**config.mk**
```make
export PLATFORM = sky130hd
export DESIGN_NAME = depp_host_master_flat
export DESIGN_NICKNAME = d
export VERILOG_FILES = /design/src/rtl/depp_host_master_if.sv /design/src/rtl/depp_host_master.sv /design/src/flat_wrapper.sv
export SDC_FILE = /design/constraint.sdc
export NUM_CORES = 1
export LEC_CHECK = 0
export CAP_MARGIN = 25
export CORE_MARGIN = 3
export CORE_UTILIZATION = 30
export CTS_CLUSTER_DIAMETER = 100
export CTS_CLUSTER_SIZE = 10
export DETAILED_ROUTE_END_ITERATION = 16
export DONT_BUFFER_PORTS = 1
export GPL_ROUTABILITY_DRIVEN = 1
export GPL_TIMING_DRIVEN = 0
export PLACE_DENSITY = 0.51
export SLEW_MARGIN = 15
export SYNTH_ARGS = -nofsm -noshare
export SYNTH_HDL_FRONTEND = slang
export SYNTH_SLANG_ARGS = --single-unit
```
**constraint.sdc**
```tcl
create_clock -name i_clk -period 5.2 [get_ports i_clk]
set_input_delay 0.78 -clock i_clk [delete_from_list [all_inputs] [get_ports i_clk]]
set_output_delay 0.78 -clock i_clk [all_outputs]
set_load 0.05 [all_outputs]
```
**src/rtl/depp_host_master_if.sv**
```systemverilog
// Command and DEPP bus signals of depp_host_master, grouped for connection.
// The master modport is the host block's view; slave is the command source / peripheral side.
interface depp_host_master_if;
   // Command handshake: i_cmd_stb is valid; the command is taken on a rising edge
   // where i_cmd_stb=1 and the FSM sits in IDLE (o_busy=0 and o_done=0).
   logic       i_cmd_stb;
   logic [1:0] i_cmd_op;
   logic [7:0] i_cmd_data;
   logic       o_busy;
   logic       o_done;
   logic [7:0] o_rd_data;
   logic       o_timeout;
   logic       o_astb_n;
   logic       o_dstb_n;
   logic       o_write_n;
   logic [7:0] o_depp;
   logic       o_depp_oe;
   logic [7:0] i_depp;
   logic       i_wait;
   logic [2:0] o_dbg_state;

   modport master (
      input  i_cmd_stb, i_cmd_op, i_cmd_data, i_depp, i_wait,
      output o_busy, o_done, o_rd_data, o_timeout, o_astb_n, o_dstb_n,
             o_write_n, o_depp, o_depp_oe, o_dbg_state
   );

   modport slave (
      output i_cmd_stb, i_cmd_op, i_cmd_data, i_depp, i_wait,
      input  o_busy, o_done, o_rd_data, o_timeout, o_astb_n, o_dstb_n,
             o_write_n, o_depp, o_depp_oe, o_dbg_state
   );
endinterface

```
**src/rtl/depp_host_master.sv**
```systemverilog
// DEPP (Digilent EPP) host-side master: one address/data read or write per command.
// Optional abort on a stuck peripheral is built when DEPP_TIMEOUT_EN is defined.
module depp_host_master #(
   parameter int SETUP_CYCLES   = 2,
   parameter int TIMEOUT_CYCLES = 1023
) (
   input  logic                  i_clk,
   input  logic                  i_reset,
   depp_host_master_if.master    bus
);

   typedef enum logic [2:0] {
      ST_IDLE    = 3'd0,
      ST_SETUP   = 3'd1,
      ST_STROBE  = 3'd2,
      ST_RELEASE = 3'd3,
      ST_DONE    = 3'd4
   } state_t;

   localparam logic [7:0] SETUP_LAST = 8'(SETUP_CYCLES - 1);

   state_t     state_q, state_d;
   logic       wait_meta_q, wait_s_q;
   logic [1:0] op_q, op_d;
   logic [7:0] data_q, data_d;
   logic [7:0] rd_data_q, rd_data_d;
   logic [7:0] set_cnt_q, set_cnt_d;
   logic       in_xfer;

`ifdef DEPP_TIMEOUT_EN
   localparam logic [15:0] TO_LAST = 16'(TIMEOUT_CYCLES - 1);
   logic [15:0] to_cnt_q, to_cnt_d;
   logic        timeout_q, timeout_d;
`endif

   always_ff @(posedge i_clk or posedge i_reset) begin
      if (i_reset) begin
         state_q     <= ST_IDLE;
         wait_meta_q <= 1'b0;
         wait_s_q    <= 1'b0;
         op_q        <= 2'b00;
         data_q      <= 8'h00;
         rd_data_q   <= 8'h00;
         set_cnt_q   <= 8'h00;
`ifdef DEPP_TIMEOUT_EN
         to_cnt_q    <= 16'h0000;
         timeout_q   <= 1'b0;
`endif
      end else begin
         state_q     <= state_d;
         wait_meta_q <= bus.i_wait;
         wait_s_q    <= wait_meta_q;
         op_q        <= op_d;
         data_q      <= data_d;
         rd_data_q   <= rd_data_d;
         set_cnt_q   <= set_cnt_d;
`ifdef DEPP_TIMEOUT_EN
         to_cnt_q    <= to_cnt_d;
         timeout_q   <= timeout_d;
`endif
      end
   end

   always_comb begin
      state_d   = state_q;
      op_d      = op_q;
      data_d    = data_q;
      rd_data_d = rd_data_q;
      set_cnt_d = set_cnt_q;
`ifdef DEPP_TIMEOUT_EN
      to_cnt_d  = to_cnt_q;
      timeout_d = 1'b0;
`endif
      case (state_q)
         ST_IDLE: begin
            if (bus.i_cmd_stb) begin
               op_d      = bus.i_cmd_op;
               data_d    = bus.i_cmd_data;
               set_cnt_d = 8'h00;
               state_d   = ST_SETUP;
            end
         end
         ST_SETUP: begin
            // A peripheral still holding wait from a previous cycle keeps us here.
            if (set_cnt_q >= SETUP_LAST && !wait_s_q) begin
               state_d = ST_STROBE;
`ifdef DEPP_TIMEOUT_EN
               to_cnt_d = 16'h0000;
`endif
            end else if (set_cnt_q < SETUP_LAST) begin
               set_cnt_d = set_cnt_q + 8'h01;
            end
         end
         ST_STROBE: begin
            if (wait_s_q) begin
               if (op_q[1]) begin
                  rd_data_d = bus.i_depp;
               end
               state_d = ST_RELEASE;
`ifdef DEPP_TIMEOUT_EN
               to_cnt_d = 16'h0000;
            end else if (to_cnt_q == TO_LAST) begin
               timeout_d = 1'b1;
               state_d   = ST_IDLE;
            end else begin
               to_cnt_d = to_cnt_q + 16'h0001;
`endif
            end
         end
         ST_RELEASE: begin
            if (!wait_s_q) begin
               state_d = ST_DONE;
`ifdef DEPP_TIMEOUT_EN
            end else if (to_cnt_q == TO_LAST) begin
               timeout_d = 1'b1;
               state_d   = ST_IDLE;
            end else begin
               to_cnt_d = to_cnt_q + 16'h0001;
`endif
            end
         end
         ST_DONE: begin
            state_d = ST_IDLE;
         end
         default: begin
            state_d = ST_IDLE;
         end
      endcase
   end

   // Outputs decode straight from async-reset flops so reset releases the bus at once.
   assign in_xfer = (state_q == ST_SETUP) || (state_q == ST_STROBE) ||
                    (state_q == ST_RELEASE);

   assign bus.o_astb_n    = !((state_q == ST_STROBE) && !op_q[0]);
   assign bus.o_dstb_n    = !((state_q == ST_STROBE) &&  op_q[0]);
   assign bus.o_write_n   = !(in_xfer && !op_q[1]);
   assign bus.o_depp_oe   = in_xfer && !op_q[1];
   assign bus.o_depp      = data_q;
   assign bus.o_busy      = in_xfer;
   assign bus.o_done      = (state_q == ST_DONE);
   assign bus.o_rd_data   = rd_data_q;
   assign bus.o_dbg_state = state_q;
`ifdef DEPP_TIMEOUT_EN
   assign bus.o_timeout   = timeout_q;
`else
   assign bus.o_timeout   = 1'b0;
`endif

endmodule
```
**src/flat_wrapper.sv**
```systemverilog
// flat-port wrapper written by rule: the top's interface ports become plain ports
module depp_host_master_flat 
#(
   parameter int SETUP_CYCLES   = 2,
   parameter int TIMEOUT_CYCLES = 1023
)
  (i_clk, i_reset, bus_i_cmd_stb, bus_i_cmd_op, bus_i_cmd_data, bus_i_depp, bus_i_wait, bus_o_busy, bus_o_done, bus_o_rd_data, bus_o_timeout, bus_o_astb_n, bus_o_dstb_n, bus_o_write_n, bus_o_depp, bus_o_depp_oe, bus_o_dbg_state);
  depp_host_master_if bus_i ();
  input  logic i_clk;
  input  logic i_reset;
  input wire logic [$bits(bus_i.i_cmd_stb)-1:0] bus_i_cmd_stb;
  input wire logic [$bits(bus_i.i_cmd_op)-1:0] bus_i_cmd_op;
  input wire logic [$bits(bus_i.i_cmd_data)-1:0] bus_i_cmd_data;
  input wire logic [$bits(bus_i.i_depp)-1:0] bus_i_depp;
  input wire logic [$bits(bus_i.i_wait)-1:0] bus_i_wait;
  output wire logic [$bits(bus_i.o_busy)-1:0] bus_o_busy;
  output wire logic [$bits(bus_i.o_done)-1:0] bus_o_done;
  output wire logic [$bits(bus_i.o_rd_data)-1:0] bus_o_rd_data;
  output wire logic [$bits(bus_i.o_timeout)-1:0] bus_o_timeout;
  output wire logic [$bits(bus_i.o_astb_n)-1:0] bus_o_astb_n;
  output wire logic [$bits(bus_i.o_dstb_n)-1:0] bus_o_dstb_n;
  output wire logic [$bits(bus_i.o_write_n)-1:0] bus_o_write_n;
  output wire logic [$bits(bus_i.o_depp)-1:0] bus_o_depp;
  output wire logic [$bits(bus_i.o_depp_oe)-1:0] bus_o_depp_oe;
  output wire logic [$bits(bus_i.o_dbg_state)-1:0] bus_o_dbg_state;
  assign bus_i.i_cmd_stb = bus_i_cmd_stb;
  assign bus_i.i_cmd_op = bus_i_cmd_op;
  assign bus_i.i_cmd_data = bus_i_cmd_data;
  assign bus_i.i_depp = bus_i_depp;
  assign bus_i.i_wait = bus_i_wait;
  assign bus_o_busy = bus_i.o_busy;
  assign bus_o_done = bus_i.o_done;
  assign bus_o_rd_data = bus_i.o_rd_data;
  assign bus_o_timeout = bus_i.o_timeout;
  assign bus_o_astb_n = bus_i.o_astb_n;
  assign bus_o_dstb_n = bus_i.o_dstb_n;
  assign bus_o_write_n = bus_i.o_write_n;
  assign bus_o_depp = bus_i.o_depp;
  assign bus_o_depp_oe = bus_i.o_depp_oe;
  assign bus_o_dbg_state = bus_i.o_dbg_state;
  depp_host_master #(.SETUP_CYCLES(SETUP_CYCLES), .TIMEOUT_CYCLES(TIMEOUT_CYCLES)) u_core (.i_clk(i_clk), .i_reset(i_reset), .bus(bus_i));
endmodule
```
**Word level (Yosys, flattened, before mapping)**

Index checks and enable logic that the tools add are counted.

- Reductions and logical operators: 18
- Order comparisons: 2
- Mux-type cells: 9
- $add $sub $neg: 1
- Eq/ne operators: 10

Operators with widths:

| kind | count |
|---|---|
| two-way mux 8 bit | 3 |
| one-hot mux 8 bit (2 select lines) | 1 |
| two-way mux 3 bit | 4 |
| one-hot mux 3 bit (4 select lines) | 1 |
| adder 8 x 1 -> 8 bit, second input constant | 1 |
| >= comparator 8 x 1 -> 1 bit, second input constant | 1 |
| less-than comparator 8 x 1 -> 1 bit, second input constant | 1 |
| AND reduction 4 bit | 2 |
| equality test 3 x 2 -> 1 bit, second input constant | 2 |
| logical NOT 1 bit | 6 |
| inequality test 2 x 1 -> 1 bit, second input constant | 3 |
| inequality test 2 bit, second input constant | 3 |
| logical AND 1 bit | 4 |
| equality test 3 x 1 -> 1 bit, second input constant | 1 |
| equality test 3 bit, second input constant | 1 |
| logical NOT 3 bit | 1 |
| AND reduction 3 bit | 1 |
| logical OR 1 bit | 2 |
| AND reduction 2 bit | 1 |
| nonzero test 2 bit | 1 |

- Input bits: 22
- Output and inout port bits: 26
- Word-level logic and storage cells: 47
- Register bits: 31

**Longest topological paths before layout**

Gate-level depths: netlist of run 1.

- Depth in word-level cells: 5
- Mapped depth: 5
- Gate-level depth less buffers: 5

**Least setup slack after synthesis of run 1**

Ideal clock, no wire load.

- Kind: reg-to-output
- Start: register u_core.state_q[1] (netlist: u_core.bus.o_dbg_state[1])
- End: output bus_o_depp_oe
- Setup slack: 2.538 ns
- Buffers on the path: 0
- Required time: 4.420 ns
- Arrival time: 1.882 ns
- Stages on the path, launching flop included: 4
- Cells stage by stage: dfrtp_1 -> nor2_1 -> or3_1 -> inv_1

- Longest elaborated chain between the ends: 4
- Elaborated cells on any way between the ends: 6
- Classes of those cells: eq/ne (3); reduce/logical (3)

Ends and longest elaborated chain:

| what | RTL line | RTL |
|---|---|---|
| from (decl) | depp_host_master.sv:22 | `state_t state_q, state_d;` |
| from (signal assigned) | depp_host_master.sv:50 | `state_q <= state_d;` |
| equality test 3 x 1 -> 1 bit / equality test 3 x 2 -> 1 bit (equally long branches) | depp_host_master.sv:132 | `assign in_xfer = (state_q == ST_SETUP) \|\| (state_q == ST_STROBE) \|\|` |
| logical OR 1 bit | depp_host_master.sv:132 |  |
| logical OR 1 bit * | depp_host_master.sv:132 |  |
| logical AND 1 bit * | depp_host_master.sv:138 | `assign bus.o_depp_oe = in_xfer && !op_q[1];` |
| to (decl) | flat_wrapper.sv:24 | `output wire logic [$bits(bus_i.o_depp_oe)-1:0] bus_o_depp_oe;` |

Mark *: on every way between the ends. The rest lies on a longest branch, timed or not.

**Worst setup path after layout of run 1**

Same ends and word-level chain as after synthesis.

==> run_results.csv, run 1 <==
group,metric,value,unit
run_status,status,"completed",
placement,io_buffers,0,
finish,final_util,0.364,
route,drt-initial-drc-count,16,
critical_path,ff2ff_path_depth,4,
clocking,clockRootBuffer,"clkbuf_8",
placement,post_dp_cell_area,1430,µm²
sta,tns,0,ns
critical_path,path_class,"reg2out",
finish,diodes,0,
route,wl_per_cell,14.7,µm
floorplan,die_x,72.9,µm
sta,slew_violations,0,
route,detailroute.via_count,735,
critical_path,cp-start-kind,"register",
global_routing,grt_overflow_total,0,
sta,tightest_slew,0.885,ns
min_path,hold_depth,0,
clocking,htree_levels,2,
floorplan,start_util,0.322,
synth,synth-seq-area-share,0.577,
synth,netlist_instances,97,
synth,syn-mean-instance-area,13.9,µm²
route,ant_nets,0,
min_path,hp-class,"reg2reg",
placement,gp_congestion,0.671,
route,via_per_inst,4.71,
sta,timing.final.ws_setup,2.16,ns
sta,fin_skew,0.00235,ns
route,firstDrtPassIters,3,
clocking,postCtsHoldBufs,0,
synth,ys_types,28,
global_routing,grt_pass1_vias,809,
sta,fmax,328,MHz
global_routing,grt_pass1_wl,3840,µm
critical_path,arrival,2.26,ns
placement,dp_hpwl,1770,µm
sta,rsz0062_at_grt,"false",
flow_run,cap_violations,0,
sta,min_period,3.04,ns
floorplan,ios,48,
sta,finalCritPeriodShare,0.585,
floorplan,design.die.area,5320,µm²
finish,area_delta_synth_final,13.0,%
synth,ys_warn_count,0,
floorplan,rows,23,
critical_path,end_kind,"primary output",
critical_path,worst_ep_required_time,4.42,ns
sta,hold_violations,0,
sta,finalSetupViolations,0,
route,routed_wl,2290,µm
placement,pre_cts_ws,2.45,ns
route,remaining_drc_errors,0,
synth,synth_nets,122,
global_routing,grt_usage,0.0978,
sta,slew_headroom,0.408,
clocking,path_clk_slew,0.06,ns
clocking,cts_buffer_depth,2,
global_routing,grt_antenna_before_repair,0,
clocking,cts_tree,"done",
synth,ys_seq_elements,31,
synth,syn_area,1340,µm²
finish,drive_above_1_share,0.358,
floorplan,die_y,72.9,µm
critical_path,cp_max_fo,8,
clocking,cts_setup_buffers,0,
finish,final_net_count,130,
clocking,numCtsBuffers,5,
finish,fin_area,1520,µm²
floorplan,core,4170,µm²
clocking,cts_sinks,31,
global_routing,grt_max_degree,21,
clocking,cts-resized-gates,0,
clocking,insertion_delay,0.28,ns
cell usage after synthesis, drive strengths merged:
| cell type | count | share of area |
|---|---|---|
| o21ba | 1 | 0.0074 |
| a21oi | 1 | 0.0037 |
| or3 | 1 | 0.0047 |
| nand2 | 1 | 0.0028 |
| mux2i | 1 | 0.0074 |
| nand2b | 2 | 0.0093 |
| mux2 | 20 | 0.17 |
| inv | 5 | 0.014 |
| o31ai | 1 | 0.0056 |
| conb | 1 | 0.0028 |
| dfrtp | 31 | 0.58 |
| nor2 | 4 | 0.011 |
| or3b | 2 | 0.015 |
| nand3b | 1 | 0.0056 |
| buf | 4 | 0.019 |
| o21ai | 2 | 0.0074 |
| ha | 3 | 0.028 |
| and2 | 1 | 0.0047 |
| or4 | 2 | 0.014 |
| and3 | 1 | 0.0047 |
| nor4bb | 1 | 0.0074 |
| nor4b | 3 | 0.042 |
| nor2b | 6 | 0.028 |
| nor3b | 2 | 0.011 |
placed cells by master, fill, tap and decap left out, types with 2 or more instances in the layout:
master,n
buf_2,2
buf_4,2
clkbuf_8,5
dfrtp_1,31
ha_1,3
inv_1,5
mux2_2,20
nand2b_1,2
nor2_1,4
nor2b_1,6
nor3b_1,2
nor4b_4,2
o21ai_0,2
worst max-delay path, stage by stage (launching register included):
cell and delay, ns:
dfrtp_1 0.78, nor2_1 0.19, or3_1 0.59, inv_1 0.42
area by class of cell:
class                           instances  area (µm²)
Sequential cell                        31         776
Tap cell                               50        62.6
Timing Repair Buffer                    1        27.5
Buffer                                  4        25.0
Clock buffer                            6        72.6
Inverter                                5        18.8
Fill cell                             412        2650
Clock inverter                          2        12.5
Multi-Input combinational cell         57         524
metrics by stage:
step / instances / hold WS [ns]
finish: 156 / 0.363
global placement: 147 / 0.339
CTS: 156 / 0.365
detailed placement: 148 / 0.350
floorplan: 97 / 0.331
global route: 156 / 0.383
registers in the layout, summed over array words and instances (netlist names):
name,count
u_core.op_q,2
u_core.bus.o_rd_data,8
u_core.wait_s_q,1
u_core.wait_meta_q,1
u_core.set_cnt_q,8
u_core.bus.o_dbg_state,3
u_core.bus.o_depp,8
cells by family (layout without fill, tap and decap cells):
group           count (synthesis)  in the layout  synth area share
mux                            21             21             0.175
flops                          31             31             0.577
simple gates                   27             27             0.160
other cells                     1              1           0.00279
compound gates                  5              5            0.0242
fa+ha+maj                       3              3            0.0279
buf+inv                         9             18            0.0326
layer usage:
| metal | vias up | routed length, µm | global-route usage |
|---|---|---|---|
| met3 | 6 | 245 | 0.0647 |
| met5 | - | 0 | 0 |
| li1 | 345 | - | - |
| met4 | 0 | 36 | 0.0307 |
| met2 | 36 | 959 | 0.133 |
| met1 | 348 | 1050 | 0.125 |
final timing paths:
kind | startpoint | endpoint | slack, ns
setup / recovery | u_core.bus.o_dbg_state[1]$_DFFE_PP0P_ | bus_o_depp_oe | 2.16
setup reg to reg | u_core.bus.o_dbg_state[2]$_DFFE_PP0P_ | u_core.op_q[0]$_DFFE_PP0P_ | 3.06
max in group asynchronous | i_reset | u_core.set_cnt_q[2]$_DFFE_PP0P_ | 4.29
min in group asynchronous | i_reset | u_core.bus.o_rd_data[3]$_DFFE_PP0P_ | 0.43
hold reg to reg | u_core.wait_meta_q$_DFF_PP0_ | u_core.wait_s_q$_DFF_PP0_ | 0.36
hold / removal | u_core.wait_meta_q$_DFF_PP0_ | u_core.wait_s_q$_DFF_PP0_ | 0.36
Power of run 1 is not shown: default switching activity piles up to over one toggle a cycle in this logic, so the estimate is an artifact.
==> run 2, diff against run 1 <==
--- a/config.mk
+++ b/config.mk
@@ -14,7 +14,7 @@
 export DONT_BUFFER_PORTS = 1
 export GPL_ROUTABILITY_DRIVEN = 1
 export GPL_TIMING_DRIVEN = 0
-export PLACE_DENSITY = 0.51
+export PLACE_DENSITY = 0.52
 export SLEW_MARGIN = 15
 export SYNTH_ARGS = -nofsm -noshare
 export SYNTH_HDL_FRONTEND = slang
==> constraint.sdc (replaced) <==
create_clock -name i_clk -period 2.7 [get_ports i_clk]
set_input_delay 0.405 -clock i_clk [delete_from_list [all_inputs] [get_ports i_clk]]
set_output_delay 0.405 -clock i_clk [all_outputs]
set_load 0.05 [all_outputs]
==> run 2 against run 1 <==
  * Global-route usage shrank 0.18 points
  * Design area grew 0.16%
  * Sequential share of layout area grew 0.081 points
  * Clock skew grew 0.0038 ns
  * Clock-buffer cell count is the same
  * Sequential cell count is the same
  * Via count grew 2.4%
  * Utilization grew 0.060 points
==> run_results.csv, run 2 (same netlist as run 1, synthesis figures left out) <==
group,metric,value,unit
run_status,status,"completed",
route,wl_met3,229,µm
sta,slew_headroom,0.413,
floorplan,core,4170,µm²
route,firstDrtPassIters,4,
finish,area_delta_synth_final,13.2,%
placement,dp_hpwl,1790,µm
finish,layout_commonest_cell,"dfrtp_1",
route,m1WireLength,975,µm
sta,fmax,391,MHz
critical_path,worst-path-buf-inv,2,
clocking,numCtsBuffers,5,
critical_path,arrival,2.15,ns
placement,gp_congestion,0.663,
finish,drive_above_1_share,0.377,
floorplan,rows,23,
clocking,postCtsHoldBufs,0,
finish,final_net_count,130,
route,via_per_inst,4.83,
critical_path,path_class,"reg2out",
placement,io_buffers,0,
finish,fin_area,1520,µm²
critical_path,cpPeakStageDelay,0.62,ns
clocking,path_clk_slew,0.07,ns
sta,tns,0,ns
critical_path,end_kind,"primary output",
clocking,clockRootBuffer,"clkbuf_8",
sta,min_period,2.56,ns
placement,post_dp_cell_area,1430,µm²
critical_path,path_cells,"buf_2 -> or3_1 -> inv_1",
finish,multi_input_comb_area,524,µm²
floorplan,die_y,72.9,µm
clocking,cts_buffer_depth,2,
critical_path,cpMaxStageDelayCell,"or3_1",
sta,rsz0062_at_grt,"false",
critical_path,critical-path-top-delay-family,"buffers and inverters",
critical_path,reg2reg_to,"u_core.op_q[0]$_DFFE_PP0P_",
floorplan,start_util,0.322,
critical_path,ff2ff_path_depth,4,
min_path,hp-class,"in2async",
critical_path,rrSetupSlack,0.50,ns
global_routing,grt_pass1_vias,802,
route,dr.max_layer_used,"met4",
finish,diodes,0,
global_routing,grt_pass1_wl,3730,µm
critical_path,worst_ep_required_time,2.30,ns
route,detailroute.via_count,753,
sta,finalSetupViolations,0,
clocking,cts_tree,"done",
floorplan,design.die.area,5320,µm²
critical_path,cp_max_fo,9,
global_routing,grt_antenna_before_repair,0,
route,remaining_drc_errors,0,
clocking,cts_setup_buffers,0,
global_routing,grt_usage,0.0960,
finish,final_cell_mix,"dfrtp_1, mux2_2, nor2b_1",
sta,hold_ws,0.0842,ns
clocking,htree_levels,2,
clocking,insertion_delay,0.28,ns
finish,fillers,414,
sta,tightest_slew,0.878,ns
flow_run,cap_violations,0,
route,wl_met2,1100,µm
route,routed_wl,2350,µm
finish,seq_area,778,µm²
sta,finalCritPeriodShare,0.948,
sta,slew_violations,0,
floorplan,die_x,72.9,µm
clocking,cts_sinks,31,
sta,fin_skew,0.00619,ns
global_routing,grt_max_degree,18,
floorplan,ios,48,
route,drt-initial-drc-count,20,
critical_path,reg2reg_from,"u_core.bus.o_dbg_state[2]$_DFFE_PP0P_",
sta,hold_violations,0,
route,wl_per_cell,15.1,µm
critical_path,cp-start-kind,"register",
global_routing,grt_overflow_total,0,
route,ant_nets,0,
==> run 2: per-stage QoR <==
step                setup WS [ns]  std cells   util
global placement            0.325        147  0.337
detailed placement          0.301        148  0.344
finish                      0.140        156  0.365
floorplan                   0.413         97      -
CTS                        0.0106        156  0.364
global route               0.0855        156  0.365
==> run 2: what timing repair did <==
item                                   CTS  global route
setup endpoints to repair                1             1
endpoints found under the hold margin    0             0
cloned                                   0             0
resized for setup                        1             1
==> run 2: routing by layer <==
layer  up-vias  track usage
li1        346            -
met1       369        0.115
met2        34        0.135
met3         4       0.0565
met4         0       0.0492
met5         -            0
==> run 2: final cells by class <==
class / instances / share of cell area
Buffer: 4 / 0.0164
Clock buffer: 6 / 0.0477
Clock inverter: 2 / 0.00822
Inverter: 5 / 0.0123
Multi-Input combinational cell: 57 / 0.345
Sequential cell: 31 / 0.512
Tap cell: 50 / 0.0411
Timing Repair Buffer: 1 / 0.0181
==> run 2: worst max path at each step <==
| stage | start | cells after the start | slack [ns] | to |
|---|---|---|---|---|
| global route | u_core.bus.o_dbg_state[2]$_DFFE_PP0P_ | 3 | 0.09 | bus_o_depp_oe |
| finish | u_core.bus.o_dbg_state[2]$_DFFE_PP0P_ | 3 | 0.14 | bus_o_depp_oe |
| detailed placement | u_core.bus.o_dbg_state[1]$_DFFE_PP0P_ | 3 | 0.30 | bus_o_depp_oe |
| CTS | u_core.bus.o_dbg_state[0]$_DFFE_PP0P_ | 3 | 0.01 | bus_o_depp_oe |
| global placement | u_core.bus.o_dbg_state[1]$_DFFE_PP0P_ | 3 | 0.33 | bus_o_depp_oe |
| floorplan | u_core.bus.o_dbg_state[1]$_DFFE_PP0P_ | 3 | 0.41 | bus_o_depp_oe |
==> run 2: worst register-to-register path: cells and delay by family, from the launching register on <==
| family | cells | cell delay (ns) |
|---|---|---|
| simple gates | 1 | 0.62 |
| buf+inv | 2 | 0.57 |
| flops | 1 | 0.56 |
| mux | 1 | 0.35 |
Power of run 2 is left out for the same reason.
